===== src/rtl/ip_hdr_assembler_pipe_out.sv =====
// rtl/ip_hdr_assembler_pipe_out.sv - emits one checksummed IPv4 header, then that packet's payload beats
// Payload beats are forwarded without modification. The payload length is checked against the tot_len field of the header.
module ip_hdr_assembler_pipe_out #(
   parameter int DATA_W              = 256,
   parameter int KEEP_W              = DATA_W/8,
   parameter int IP_HDR_W            = 160,
   parameter int TOT_LEN_W           = 16,
   parameter int TS_W                = 64,
   parameter int MAC_INTERFACE_W     = 256,
   parameter int MAC_INTERFACE_BYTES = MAC_INTERFACE_W/8,
   parameter int MAC_PADBYTES_W      = $clog2(MAC_INTERFACE_BYTES),
   parameter int FIFO_W              = MAC_INTERFACE_W + MAC_PADBYTES_W + 1
) (
   input  logic                       clk,
   input  logic                       rst,
   input  logic                       chksum_out_resp_val,
   input  logic [DATA_W-1:0]          chksum_out_resp_data,
   input  logic [KEEP_W-1:0]          chksum_out_resp_keep,
   input  logic [TS_W-1:0]            chksum_out_resp_user,
   input  logic                       chksum_out_resp_last,
   output logic                       out_chksum_resp_rdy,
   output logic                       out_data_fifo_rd_req,
   input  logic [FIFO_W-1:0]          data_fifo_out_rd_data,
   input  logic                       data_fifo_out_empty,
   output logic                       assembler_dst_hdr_val,
   output logic [IP_HDR_W-1:0]        assembler_dst_ip_hdr,
   output logic [TS_W-1:0]            assembler_dst_timestamp,
   input  logic                       dst_assembler_hdr_rdy,
   output logic                       assembler_dst_data_val,
   output logic [MAC_INTERFACE_W-1:0] assembler_dst_data,
   output logic                       assembler_dst_data_last,
   output logic [MAC_PADBYTES_W-1:0]  assembler_dst_data_padbytes,
   input  logic                       dst_assembler_data_rdy,
   output logic                       assembler_len_err,
   output logic                       assembler_resp_last_err
);

   localparam int CNT_W        = TOT_LEN_W + 1;
   localparam int IP_HDR_BYTES = IP_HDR_W/8;

   typedef enum logic [1:0] {HDR_WAIT, HDR_OUT, DATA_OUT} state_t;

   state_t                r_state;
   logic [IP_HDR_W-1:0]   r_hdr;
   logic [TS_W-1:0]       r_ts;
   logic [CNT_W-1:0]      r_byte_cnt;
   logic                  r_len_err;
   logic                  r_last_err;

   logic                       w_in_wait;
   logic                       w_in_hdr;
   logic                       w_in_data;
   logic                       w_data_hs;
   logic                       w_beat_last;
   logic [MAC_PADBYTES_W-1:0]  w_beat_pad;
   logic [MAC_INTERFACE_W-1:0] w_beat_data;
   logic [CNT_W-1:0]           w_beat_bytes;
   logic [CNT_W:0]             w_cnt_inc;
   logic [CNT_W-1:0]           w_cnt_next;
   logic [CNT_W:0]             w_pkt_sum;
   logic [TOT_LEN_W-1:0]       w_tot_len;
   logic [TOT_LEN_W-1:0]       w_exp_len;
   logic                       w_len_bad;
   logic                       w_unused;

   // The FIFO word is packed as {data, padbytes, last}, with last in bit 0.
   assign w_beat_last = data_fifo_out_rd_data[0];
   assign w_beat_pad  = data_fifo_out_rd_data[MAC_PADBYTES_W:1];
   assign w_beat_data = data_fifo_out_rd_data[FIFO_W-1 -: MAC_INTERFACE_W];

   assign w_in_wait = (r_state == HDR_WAIT);
   assign w_in_hdr  = (r_state == HDR_OUT);
   assign w_in_data = (r_state == DATA_OUT);
   assign w_data_hs = w_in_data & ~data_fifo_out_empty & dst_assembler_data_rdy;

   assign w_cnt_inc  = {1'b0, r_byte_cnt} + (CNT_W+1)'(MAC_INTERFACE_BYTES);
   assign w_cnt_next = w_cnt_inc[CNT_W] ? '1 : w_cnt_inc[CNT_W-1:0];

   // The sum is widened by one bit, so a saturated count can never compare equal by wrapping.
   assign w_beat_bytes = CNT_W'(MAC_INTERFACE_BYTES) - CNT_W'(w_beat_pad);
   assign w_pkt_sum    = {1'b0, r_byte_cnt} + {1'b0, w_beat_bytes};
   assign w_tot_len    = r_hdr[IP_HDR_W-17 -: TOT_LEN_W];
   assign w_exp_len    = w_tot_len - TOT_LEN_W'(IP_HDR_BYTES);
   assign w_len_bad    = (w_pkt_sum != (CNT_W+1)'(w_exp_len));

   assign w_unused = ^{chksum_out_resp_keep, chksum_out_resp_data[DATA_W-IP_HDR_W-1:0]};

   always_ff @(posedge clk or posedge rst) begin
      if (rst) begin
         r_state    <= HDR_WAIT;
         r_hdr      <= '0;
         r_ts       <= '0;
         r_byte_cnt <= '0;
         r_len_err  <= 1'b0;
         r_last_err <= 1'b0;
      end else begin
         case (r_state)
            HDR_WAIT: begin
               if (chksum_out_resp_val) begin
                  r_hdr      <= chksum_out_resp_data[DATA_W-1 -: IP_HDR_W];
                  r_ts       <= chksum_out_resp_user;
                  r_byte_cnt <= '0;
                  if (!chksum_out_resp_last) r_last_err <= 1'b1;
                  r_state    <= HDR_OUT;
               end
            end
            HDR_OUT: begin
               if (dst_assembler_hdr_rdy) r_state <= DATA_OUT;
            end
            DATA_OUT: begin
               if (w_data_hs) begin
                  if (w_beat_last) begin
                     if (w_len_bad) r_len_err <= 1'b1;
                     r_state <= HDR_WAIT;
                  end else begin
                     r_byte_cnt <= w_cnt_next;
                  end
               end
            end
            default: r_state <= HDR_WAIT;
         endcase
      end
   end

   assign out_chksum_resp_rdy         = w_in_wait;
   assign assembler_dst_hdr_val       = w_in_hdr;
   assign assembler_dst_ip_hdr        = w_in_hdr ? r_hdr : '0;
   assign assembler_dst_timestamp     = w_in_hdr ? r_ts : '0;
   assign assembler_dst_data_val      = w_in_data & ~data_fifo_out_empty;
   assign out_data_fifo_rd_req        = w_data_hs;
   assign assembler_dst_data          = w_in_data ? w_beat_data : '0;
   assign assembler_dst_data_last     = w_in_data & w_beat_last;
   assign assembler_dst_data_padbytes = w_in_data ? w_beat_pad : '0;
   assign assembler_len_err           = r_len_err;
   assign assembler_resp_last_err     = r_last_err;

endmodule


===== config.mk =====
export PLATFORM = sky130hd
export DESIGN_NAME = ip_hdr_assembler_pipe_out
export DESIGN_NICKNAME = d
export VERILOG_FILES = /design/src/rtl/ip_hdr_assembler_pipe_out.sv
export SDC_FILE = /design/constraint.sdc
export NUM_CORES = 1
export LEC_CHECK = 0
export CORE_AREA = 2 2 432 434
export CTS_CLUSTER_SIZE = 28
export DETAILED_ROUTE_END_ITERATION = 6
export DIE_AREA = 0 0 434 436
export PLACE_DENSITY = 0.32
export SYNTH_ARGS = -nofsm -noshare
export SYNTH_HDL_FRONTEND = slang
export SYNTH_SLANG_ARGS = --single-unit

===== constraint.sdc =====
create_clock -name clk -period 12.2 [get_ports clk]
set_clock_uncertainty 0.15 [all_clocks]
set_input_delay 1.83 -clock clk [delete_from_list [all_inputs] [get_ports clk]]
set_output_delay 1.83 -clock clk [all_outputs]
set_load 0.1 [all_outputs]

[Yosys cells after proc, flatten, opt, wreduce, memory -nomap -nowiden]
Cells that the tools add are included.
Operators by class
  reductions and logical operators: 7
  add/subtract/negate cells: 4
  multiplexer cells: 14
  bitwise gates (word level): 5
  eq/ne operators: 8
Operators by type and width (number)
  2-to-1 mux 256 bit: 1
  2-to-1 mux 160 bit: 1
  2-to-1 mux 17 bit: 4
  2-to-1 mux 64 bit: 1
  case mux 17 bit (2 select lines): 1
  adder 17 x 17 -> 18 bit: 1
  adder 17 x 6 -> 18 bit, second input constant: 1
  inequality test 18 x 16 -> 1 bit: 1
  subtractor 16 x 5 -> 16 bit, second input constant: 1
  AND reduction 4 bit: 3
  inequality test 2 bit, second input constant: 5
  2-to-1 mux 2 bit: 4
  subtractor 6 x 5 -> 7 bit, first input constant: 1
  case mux 2 bit (3 select lines): 1
  2-to-1 mux 5 bit: 1
  bitwise AND 1 bit: 3
  AND reduction 3 bit: 1
  == test 2 x 1 -> 1 bit, second input constant: 1
  == test 2 bit, second input constant: 1
  zero test 2 bit: 1
  inverter 1 bit: 2
  AND reduction 2 bit: 1
  nonzero test 2 bit: 1
Word-level totals
  logic and storage cells: 44
  bits in registers: 245
  input bits: 621

[Longest topological paths before layout]
Gate-level depths: netlist of run 1.
  depth after elaboration: 5
  mapped depth: 12

[Worst setup path before layout of run 1]
Ideal clock, no wire load.
  path type: input port to output port
  from: in data_fifo_out_rd_data[1]
  to: out assembler_dst_data_padbytes[0]
  stages on the path: 2
  required time: 10.220 ns
  data arrival time: 3.125 ns
  path slack: 7.095 ns
  cell sequence: inv_1 -> nor2_1
On the way
  cells in the longest elaborated chain, start to end: 1
Ends and longest elaborated chain
  start, declared: line 23  | input logic [FIFO_W-1:0] data_fifo_out_rd_data,
  2-to-1 mux 5 bit: line 133  | assign assembler_dst_data_padbytes = w_in_data ? w_beat_pad : '0;
  end, declared: line 32  | output logic [MAC_PADBYTES_W-1:0] assembler_dst_data_padbytes,
No other way between the ends.

[Worst setup path after layout of run 1]
  from: reg r_state[0]
  to: out assembler_dst_timestamp[62]
On the way
  cells in the longest elaborated chain, start to end: 2
Ends and longest elaborated chain
  start, declared: line 43  | state_t r_state;
  start signal, assigned: line 90  | r_state <= HDR_WAIT;
  start signal, assigned: line 104  | r_state <= HDR_OUT;
  start signal, assigned: line 108  | if (dst_assembler_hdr_rdy) r_state <= DATA_OUT;
  == test 2 x 1 -> 1 bit: line 72  | assign w_in_hdr = (r_state == HDR_OUT);
  2-to-1 mux 64 bit: line 128  | assign assembler_dst_timestamp = w_in_hdr ? r_ts : '0;
  end, declared: line 27  | output logic [TS_W-1:0] assembler_dst_timestamp,
No other way between the ends.

==> results by group, run 1 <==
Die
  – Full die area: 189200 um^2
  – Ports: 1113
  – Die X: ~430 um
  – Core ar.: between 150000 and 200000 um^2
  – Die Y: 436 um
  – Initial cell density of the core: 7.257%
  – Rows: 158

Clock tree
  – Clock Pin Slew Worst Setup and Hold Paths: 60 ps
  – CTS HTree Levels: 2
  – CTS Hold Bufs: 0
  – Clk Latency, worst-skew pair: 570 ps
  – Number of sinks on the clock net: 241
  – Root buf cell: clkbuf_16
  – TritonCTS buffer count: 37
  – Post-CTS sizing: 0
  – CTS Buffer Depth: 3
  – Post-CTS Setup Bufs: 0
  – CTS tree: built

Status
  – Status: finished clean

Place
  – Placed cells: approximately 5000
  – Routability Congestion: roughly 0.76
  – Hpwl dp: 75.69 mm
  – Placed Area: around 26000 um^2
  – Pre-CTS setup slack: 6059 ps
  – Input/output buffers: 984

Detailed routing
  – DR pass1 iterations: 4
  – Vias: 14830
  – Antenna Nets Post-Route: 0
  – Remaining DRCs: 0
  – Vias per cell: ~2.9
  – WL/cell: 18.45 um
  – Drt first-iter violations: 436
  – Routed wire length: 95.23 mm

Layout
  – Area Overhead vs Synth: 103.7%
  – Layout cells sized above 1: between 4 and 5%
  – FILL cells: 21160
  – Seq. cell area: around 6000 um^2
  – Total Nets Final: approximately 3300
  – Multi-input logic area: 6935 um^2
  – Final Cell Area: approximately 27000 um^2
  – Finished Layout Cells: around 5200

Synth
  – Cell with the most instances after synthesis: nand2_1
  – Flops & latches, synth: 241
  – Yosys cell types: slightly above 50
  – Synthesized area per cell: about 7.8 um^2
  – Synth Instances: approximately 1700
  – Most frequent cells after synthesis: nand2_1, and2_1, dfrtp_1, clkbuf_1, xnor2_1
  – Post-Synthesis Cell Area: 13400 um^2
  – Synth Net Count: 2350
  – Yosys warns: 0
  – Dominant synthesized flop cell: dfrtp_1
  – Largest area contributor in the netlist: dfrtp_1
  – Post-synth top area share: 45.00%
  – EDFF count, synth: 0
  – Ys async rst share: 100.0%
  – Sequential fraction of the synthesis area: 45.00%
  – Largest cells by area after synthesis: dfrtp_1, and2_1, nand2_1

Critical path
  – Crit end category: output pin
  – Worst Path Arrival: 4210 ps
  – WS Path Type: reg -> out
  – Critical Path Fanout Max: 85
  – R2R setup slack: 8820 ps
  – Crit start category: register
  – CP required: 10220 ps

GRT
  – Pin count of the biggest net entering global routing: approximately 120
  – Total gr overflow: 0
  – Total GRT Usage: 9.581%
  – First-pass GRT wire length: 125.8 mm
  – Initial antenna violation count: 34
  – Vias in the first global route: approximately 15000

STA
  – Finish-stage setup viols: 0
  – Final min period: ~6200 ps
  – Highest Clock Rate: about 160 MHz
  – Max-slew violation count: 0
  – Worst Setup Slack, final: 6012 ps
  – Slew margin rel.: 20.68%
  – TNS Setup: 0 ps
  – RSZ-0062 raised after global routing: no
  – Hold Vio Cnt, Final: 0
  – Final Cycle Share: 50.72%
  – Least-Margin Pin Slew: approximately 1200 ps

Power and ir drop
  – Leakage: 11.20 nW
  – Total power divided by cell area: 293.6 nW/um^2
  – Maximum vdd drop: 0.1162 mV

Run
  – Max_cap viols: 0

Min path
  – Tightest Hold Check Type: reg -> reg
[final timing paths]
check,from,to,cells past startpoint
hold / removal,r_hdr[112],r_hdr[112],2
setup reg to reg,r_state[1],r_ts[2],6
setup / recovery,r_state[0],assembler_dst_timestamp[62],5
max in group asynchronous,rst,r_hdr[133],4
hold reg to reg,r_hdr[112],r_hdr[112],2
min in group asynchronous,rst,r_hdr[27],2
[layout make-up]
class                   instances  area share, %
repair buffers                998          36.33
multi-input cells            1360          25.41
flip-flops and latches        241          22.10
well taps                    2480          11.37
clock buffers                  56          4.250
clock inverters                12         0.3576
inverters                       6         0.1100
diodes                          9        0.08252
[placed cells by master, fill, tap and decap left out, types with 7 or more instances in the layout]
master	Yosys	final
a21oi_1	18	18
and2_1	484	483
buf_4	1	30
clkbuf_16	0	39
clkbuf_8	0	12
clkdlybuf4s50_1	0	965
clkinv_2	0	7
dfrtp_1	241	241
diode_2	0	9
ha_1	9	9
nand2_1	687	686
nand3_1	15	15
nor2_1	22	22
nor3_1	10	10
o21ai_0	18	18
xnor2_1	23	23
xor2_1	13	13
[registers in the layout, summed over array words and instances (netlist names)]
| signal | cells |
|---|---|
| r_hdr | 160 |
| r_ts | 64 |
| r_byte_cnt | 13 |
| r_state | 2 |
| assembler_len_err | 1 |
| assembler_resp_last_err | 1 |
[routing by layer]
metal / up-vias / track usage, % / routed length (um)
met5: - / 0 / 173
met4: 28 / 4.055 / 4206
met3: 130 / 2.604 / 6712
met2: 556 / 18.40 / 51000
met1: 6995 / 9.512 / 33140
li1: 7122 / - / -
[per-stage QoR]
stage / hold WS [ps] / utilization, % / total power, mW
floorplan: 287.4 / - / 5.420
global placement: 300.1 / 14.09 / 7.025
detailed placement: 303.6 / 14.09 / 7.012
CTS: 317.6 / 14.77 / 8.206
global route: 328.0 / 14.77 / 8.427
finish: 312.4 / 14.78 / 8.014
[logic make-up (layout without fill, tap and decap cells)]
logic type      Yosys count  in the layout  share of synthesized area, %
buf+inv                 118           1072                         3.427
fa+ha+maj                10             10                        0.9898
flops                   241            241                         45.00
other cells               0              9                             0
mux                       2              2                        0.1494
xor+xnor                 36             36                         2.353
compound gates           59             59                         2.680
simple gates           1253           1253                         45.40
[where the power goes]
| part | internal (mW) | switching [mW] |
|---|---|---|
| clock | 0.678 | 0.449 |
| combinational | 1.27 | 4.27 |
| sequential | 1.16 | 0.195 |
| total | 3.10 | 4.91 |
[worst max-delay path, stage by stage (launching register included)]
cell             delay, ps
dfrtp_1                420
nor2b_4                160
buf_4                  630
buf_4                  780
and2_1                 240
clkdlybuf4s50_1       1220
Power figures use the tool's default switching activity.
==> run 2: changes to the inputs <==
- CORE_AREA: 2 2 432 434 -> 2 2 438 440
- DIE_AREA: 0 0 434 436 -> 0 0 440 442
- clock period: 12.2 -> 5.9 ns (I/O delays scaled with it)
==> results by group, run 2 (synthesis gave the netlist of run 1 again) <==
Place
  – Placed cells: between 5000 and 6000
  – Routability Congestion: 0.7719
  – Pre-CTS setup slack: 1628 ps
  – Input/output buffers: 984
  – Hpwl dp: between 70 and 80 mm

Die
  – Rows: between 150 and 200
  – Core ar.: 189600 um^2
  – Full die area: 194500 um^2
  – Initial cell density of the core: about 7.1%
  – Ports: ~1100
  – Die Y: 442 um
  – Die X: 440 um

Status
  – Status: finished clean

Clock tree
  – Number of sinks on the clock net: between 200 and 250
  – Root buf cell: clkbuf_16
  – Clk Latency, worst-skew pair: roughly 580 ps
  – Post-CTS sizing: 0
  – CTS Hold Bufs: 0
  – Post-CTS Setup Bufs: 0
  – CTS tree: built
  – TritonCTS buffer count: 37
  – CTS Buffer Depth: 3
  – CTS HTree Levels: 2
  – Clock Pin Slew Worst Setup and Hold Paths: ~50 ps

Detailed routing
  – Met2 WL: around 53 mm
  – WL met3: 8.093 mm
  – DR pass1 iterations: 4
  – Met1 WL: 33.87 mm
  – Vias: 14890
  – WL/cell: ~19 um
  – Top Metal Used: met5
  – Antenna Nets Post-Route: 0
  – Vias per cell: about 2.9
  – Remaining DRCs: 0
  – Drt first-iter violations: 577
  – Routed wire length: around 97 mm

Power and ir drop
  – Total power divided by cell area: between 600 and 700 nW/um^2
  – Maximum vdd drop: 0.2226 mV
  – Leakage: around 11 nW

STA
  – Hold Vio Cnt, Final: 0
  – RSZ-0062 raised after global routing: no
  – TNS Setup: 0 ps
  – Slew margin rel.: 21.03%
  – Max-slew violation count: 0
  – Final Cycle Share: 79.58%
  – Finish-stage setup viols: 0
  – Worst Setup Slack, final: 1205 ps
  – Highest Clock Rate: 213.0 MHz
  – Least-Margin Pin Slew: 1181 ps
  – Final min period: 4695 ps

Layout
  – Commonest non-fill, non-tap cell in the layout: clkdlybuf4s50_1
  – Final Util: roughly 14%
  – FILL cells: 21680
  – Max FFs per register: 160
  – Largest Register: r_hdr
  – Finished Layout Cells: 5200
  – Total Nets Final: 3282
  – Area Overhead vs Synth: 103.8%
  – Top Registers: r_hdr (160), r_ts (64), r_byte_cnt (13)
  – Layout cells sized above 1: 5.944%
  – Most frequent cells in the layout: clkdlybuf4s50_1, nand2_1, and2_1

Critical path
  – Crit end category: output pin
  – Crit start category: register
  – WS Path Type: reg -> out
  – CP required: 4870 ps
  – Critical Path Fanout Max: 87
  – Worst Path Arrival: around 3700 ps

GRT
  – Pin count of the biggest net entering global routing: 113
  – Vias in the first global route: 15130
  – Initial antenna violation count: 51
  – Total GRT Usage: 9.533%
  – First-pass GRT wire length: 129.1 mm
  – Total gr overflow: 0

Min path
  – Tightest Hold Check Type: reg -> reg

Run
  – Max_cap viols: 0
## run 2: cell count changes in the layout (fill, tap and decap cells not counted), sizes merged
cell           change
buf               +59
clkbuf             -2
clkdlybuf4s50     -52
clkinv             -1
diode              +5
inv                -2
## run 2: worst paths after layout
| kind | start | endpoint | slack (ps) | cells past startpoint |
|---|---|---|---|---|
| worst min-delay path | r_hdr[60] | r_hdr[60] | 310 | 2 |
| worst min register to register | r_hdr[60] | r_hdr[60] | 310 | 2 |
| worst max-delay path | r_state[1] | assembler_dst_data[159] | 1200 | 5 |
| max in group asynchronous | rst | r_hdr[129] | 3890 | 3 |
| worst max register to register | r_byte_cnt[3] | assembler_len_err | 2810 | 9 |
| min in group asynchronous | rst | r_ts[59] | 600 | 2 |
## run 2: cell type report
class / instances / area, um^2 / share of cell area, %
diodes: 14 / 35.03 / 0.1283
repair buffers: 1005 / 9967 / 36.49
multi-input cells: 1360 / 6935 / 25.39
clock buffers: 54 / 1092 / 3.999
inverters: 6 / 26.28 / 0.09620
flip-flops and latches: 241 / 6031 / 22.08
clock inverters: 9 / 83.83 / 0.3069
well taps: 2511 / 3142 / 11.50
## run 2: power by group
part | internal, mW | switching [mW]
Clock | 1.32 | 0.912
Sequential | 2.40 | 0.423
Combinational | 2.67 | 8.83
Total | 6.39 | 10.2
## run 2: worst max-delay path: stages, from the launching register on
cell	delay (ps)
dfrtp_1	420
nor2b_4	440
buf_12	300
buf_12	310
and2_1	270
clkdlybuf4s50_1	1170
## run 2: per-layer routing
| layer | up-vias | global-route usage, % |
|---|---|---|
| met1 | 7041 | 9.263 |
| met4 | 58 | 2.479 |
| met2 | 529 | 18.44 |
| met5 | - | 0 |
| met3 | 127 | 3.695 |
| li1 | 7136 | - |
## run 2: metrics by stage
stage / power, mW / hold slack (ps) / area (um^2)
floorplan: 11.21 / 287.4 / 13400
global placement: 14.58 / 299.9 / 26100
detailed placement: 14.55 / 303.6 / 26100
CTS: 16.93 / 316.7 / 27280
global route: 17.42 / 331.8 / 27290
finish: 16.56 / 310.1 / 27310
==> run 3: changes to the inputs <==
- clock period: 5.9 -> 4.4 ns (I/O delays scaled with it)
==> results by group, run 3 (synthesis gave the netlist of run 1 again) <==
Layout
  – Layout cells sized above 1: roughly 22%
  – Area Overhead vs Synth: 97.20%
  – Seq. cell area: 6031 um^2
  – FILL cells: 21720
  – Max FFs per register: 160
  – Top Registers: r_hdr (160), r_ts (64), r_byte_cnt (13)
  – Largest Register: r_hdr
  – Most frequent cells in the layout: nand2_1, buf_4, clkdlybuf4s50_1
  – Multi-input logic area: 6935 um^2
  – Total Nets Final: about 3300
  – Commonest non-fill, non-tap cell in the layout: nand2_1

Critical path
  – Worst path slowest cell: clkdlybuf4s50_1
  – WS Path Type: reg -> out
  – Reg2Reg Depth: 9
  – CP Cell Sequence: nor2_1 > clkdlybuf4s50_1
  – CP peak stage delay: 1230 ps
  – Worst r2r dst: assembler_len_err
  – Crit start category: register
  – Crit end category: output pin
  – Buffers & Inverters on Critical Path: 1
  – CP delay by family, top: buffers and inverters
  – CP required: 3590 ps
  – Critical Path Fanout Max: 4
  – Worst Setup SP: r_state[1]
  – Crit path to: out_chksum_resp_rdy
  – Reg2reg start: r_byte_cnt[3]
  – R2R setup slack: 1250 ps
  – Levels on crit path: 2
  – Worst Path Arrival: roughly 2700 ps

GRT
  – Vias in the first global route: between 15000 and 20000
  – Total GRT Usage: under 10%
  – Pin count of the biggest net entering global routing: 109
  – First-pass GRT wire length: 127.2 mm
  – Initial antenna violation count: 41
  – Total gr overflow: 0

Power and ir drop
  – Leakage: about 12 nW
  – Total power divided by cell area: between 800 and 900 nW/um^2
  – Maximum vdd drop: between 0.3 and 0.4 mV

Clock tree
  – Root buf cell: clkbuf_16
  – Clk Latency, worst-skew pair: 560 ps
  – Post-CTS Setup Bufs: 0
  – Clock Pin Slew Worst Setup and Hold Paths: 60 ps
  – CTS Buffer Depth: 3
  – CTS HTree Levels: 2
  – CTS Hold Bufs: 0
  – Post-CTS sizing: 0
  – CTS tree: built
  – Number of sinks on the clock net: about 240
  – TritonCTS buffer count: 36

Detailed routing
  – Vias: 14960
  – DR pass1 iterations: 5
  – Drt first-iter violations: 571
  – Top Metal Used: met5
  – WL met3: 6.915 mm
  – Antenna Nets Post-Route: 0
  – Routed wire length: between 90 and 100 mm
  – Met1 WL: about 35 mm
  – Met2 WL: 51.91 mm
  – WL/cell: approximately 18 um
  – Remaining DRCs: 0
  – Vias per cell: 2.871

Place
  – Routability Congestion: ~0.8
  – Input/output buffers: ~1000
  – Hpwl dp: 78.14 mm

STA
  – Least-Margin Pin Slew: roughly 1100 ps
  – Max-slew violation count: 0
  – RSZ-0062 raised after global routing: no
  – Worst hold slack: 312.8 ps
  – Highest Clock Rate: 288.2 MHz
  – Slew margin rel.: 27.47%
  – TNS Setup: 0 ps
  – Final min period: 3469 ps
  – Hold Vio Cnt, Final: 0
  – Final Cycle Share: ~79%
  – Finish-stage setup viols: 0

Min path
  – Tightest Hold Check Type: reg -> reg
  – Hold Path Cell Cnt: 2

Die
  – Initial cell density of the core: 7.068%
  – Rows: between 150 and 200
  – Full die area: 194500 um^2
  – Die Y: 442 um
  – Die X: 440 um
  – Ports: 1113
  – Core ar.: 189600 um^2

Run
  – Max_cap viols: 0

Status
  – Status: finished clean
[run 3: cell count changes in the layout (fill, tap and decap cells not counted), sizes merged]
cell and delta:
inv +2, buf +431, clkbuf -3, diode -6, clkdlybuf4s50 -418, clkinv +3
[run 3: routing by layer]
layer / vias to the layer above / global-route usage, %
li1: 7165 / -
met1: 7090 / 9.551
met2: 537 / 18.14
met3: 121 / 2.907
met4: 42 / 2.571
met5: - / 0
[run 3: stage by stage]
| stage | setup slack (ps) | power [mW] | instances | utilization [%] | area, um^2 |
|---|---|---|---|---|---|
| after detailed placement | 411.6 | 19.29 | 5136 | 13.29 | 25190 |
| after global routing | 799.2 | 23.11 | 5205 | 13.93 | 26420 |
| after CTS | 883.0 | 22.48 | 5201 | 13.93 | 26410 |
| after floorplan | 428.2 | 15.03 | 1719 | - | 13400 |
| after global placement | 293.4 | 19.31 | 5136 | 13.29 | 25190 |
| final | 930.7 | 21.97 | 5209 | 13.94 | 26430 |
[run 3: area by class of cell]
cell class	instances	area share [%]
Tap cell	2511	11.89
Inverter	6	0.09943
Multi-Input combinational cell	1360	26.25
Antenna cell	8	0.07576
Timing Repair Buffer	1018	34.27
Sequential cell	241	22.82
Clock buffer	51	4.157
Clock inverter	14	0.4403
[run 3: power breakdown]
group          internal [mW]  total, mW  switching [mW]
combinational           3.30       15.2            11.9
sequential              3.21       3.78           0.566
clock                   1.80       3.01            1.21
[run 3: worst min-delay path by stage]
stage	start	to	slack, ps
6_report	r_ts[15]	r_ts[15]	310
2_1_floorplan	r_hdr[0]	r_hdr[0]	290
3_3_place_gp	r_hdr[70]	r_hdr[70]	300
5_1_grt	r_ts[1]	r_ts[1]	330
4_1_cts	r_hdr[44]	r_hdr[44]	320
3_5_place_dp	r_hdr[103]	r_hdr[103]	300
[run 3: worst min-delay path, delay by kind of cell, from the launching register on]
kind / cells / cell delay (ps)
DFF: 1 / 330
and+or+nand+nor: 2 / 100
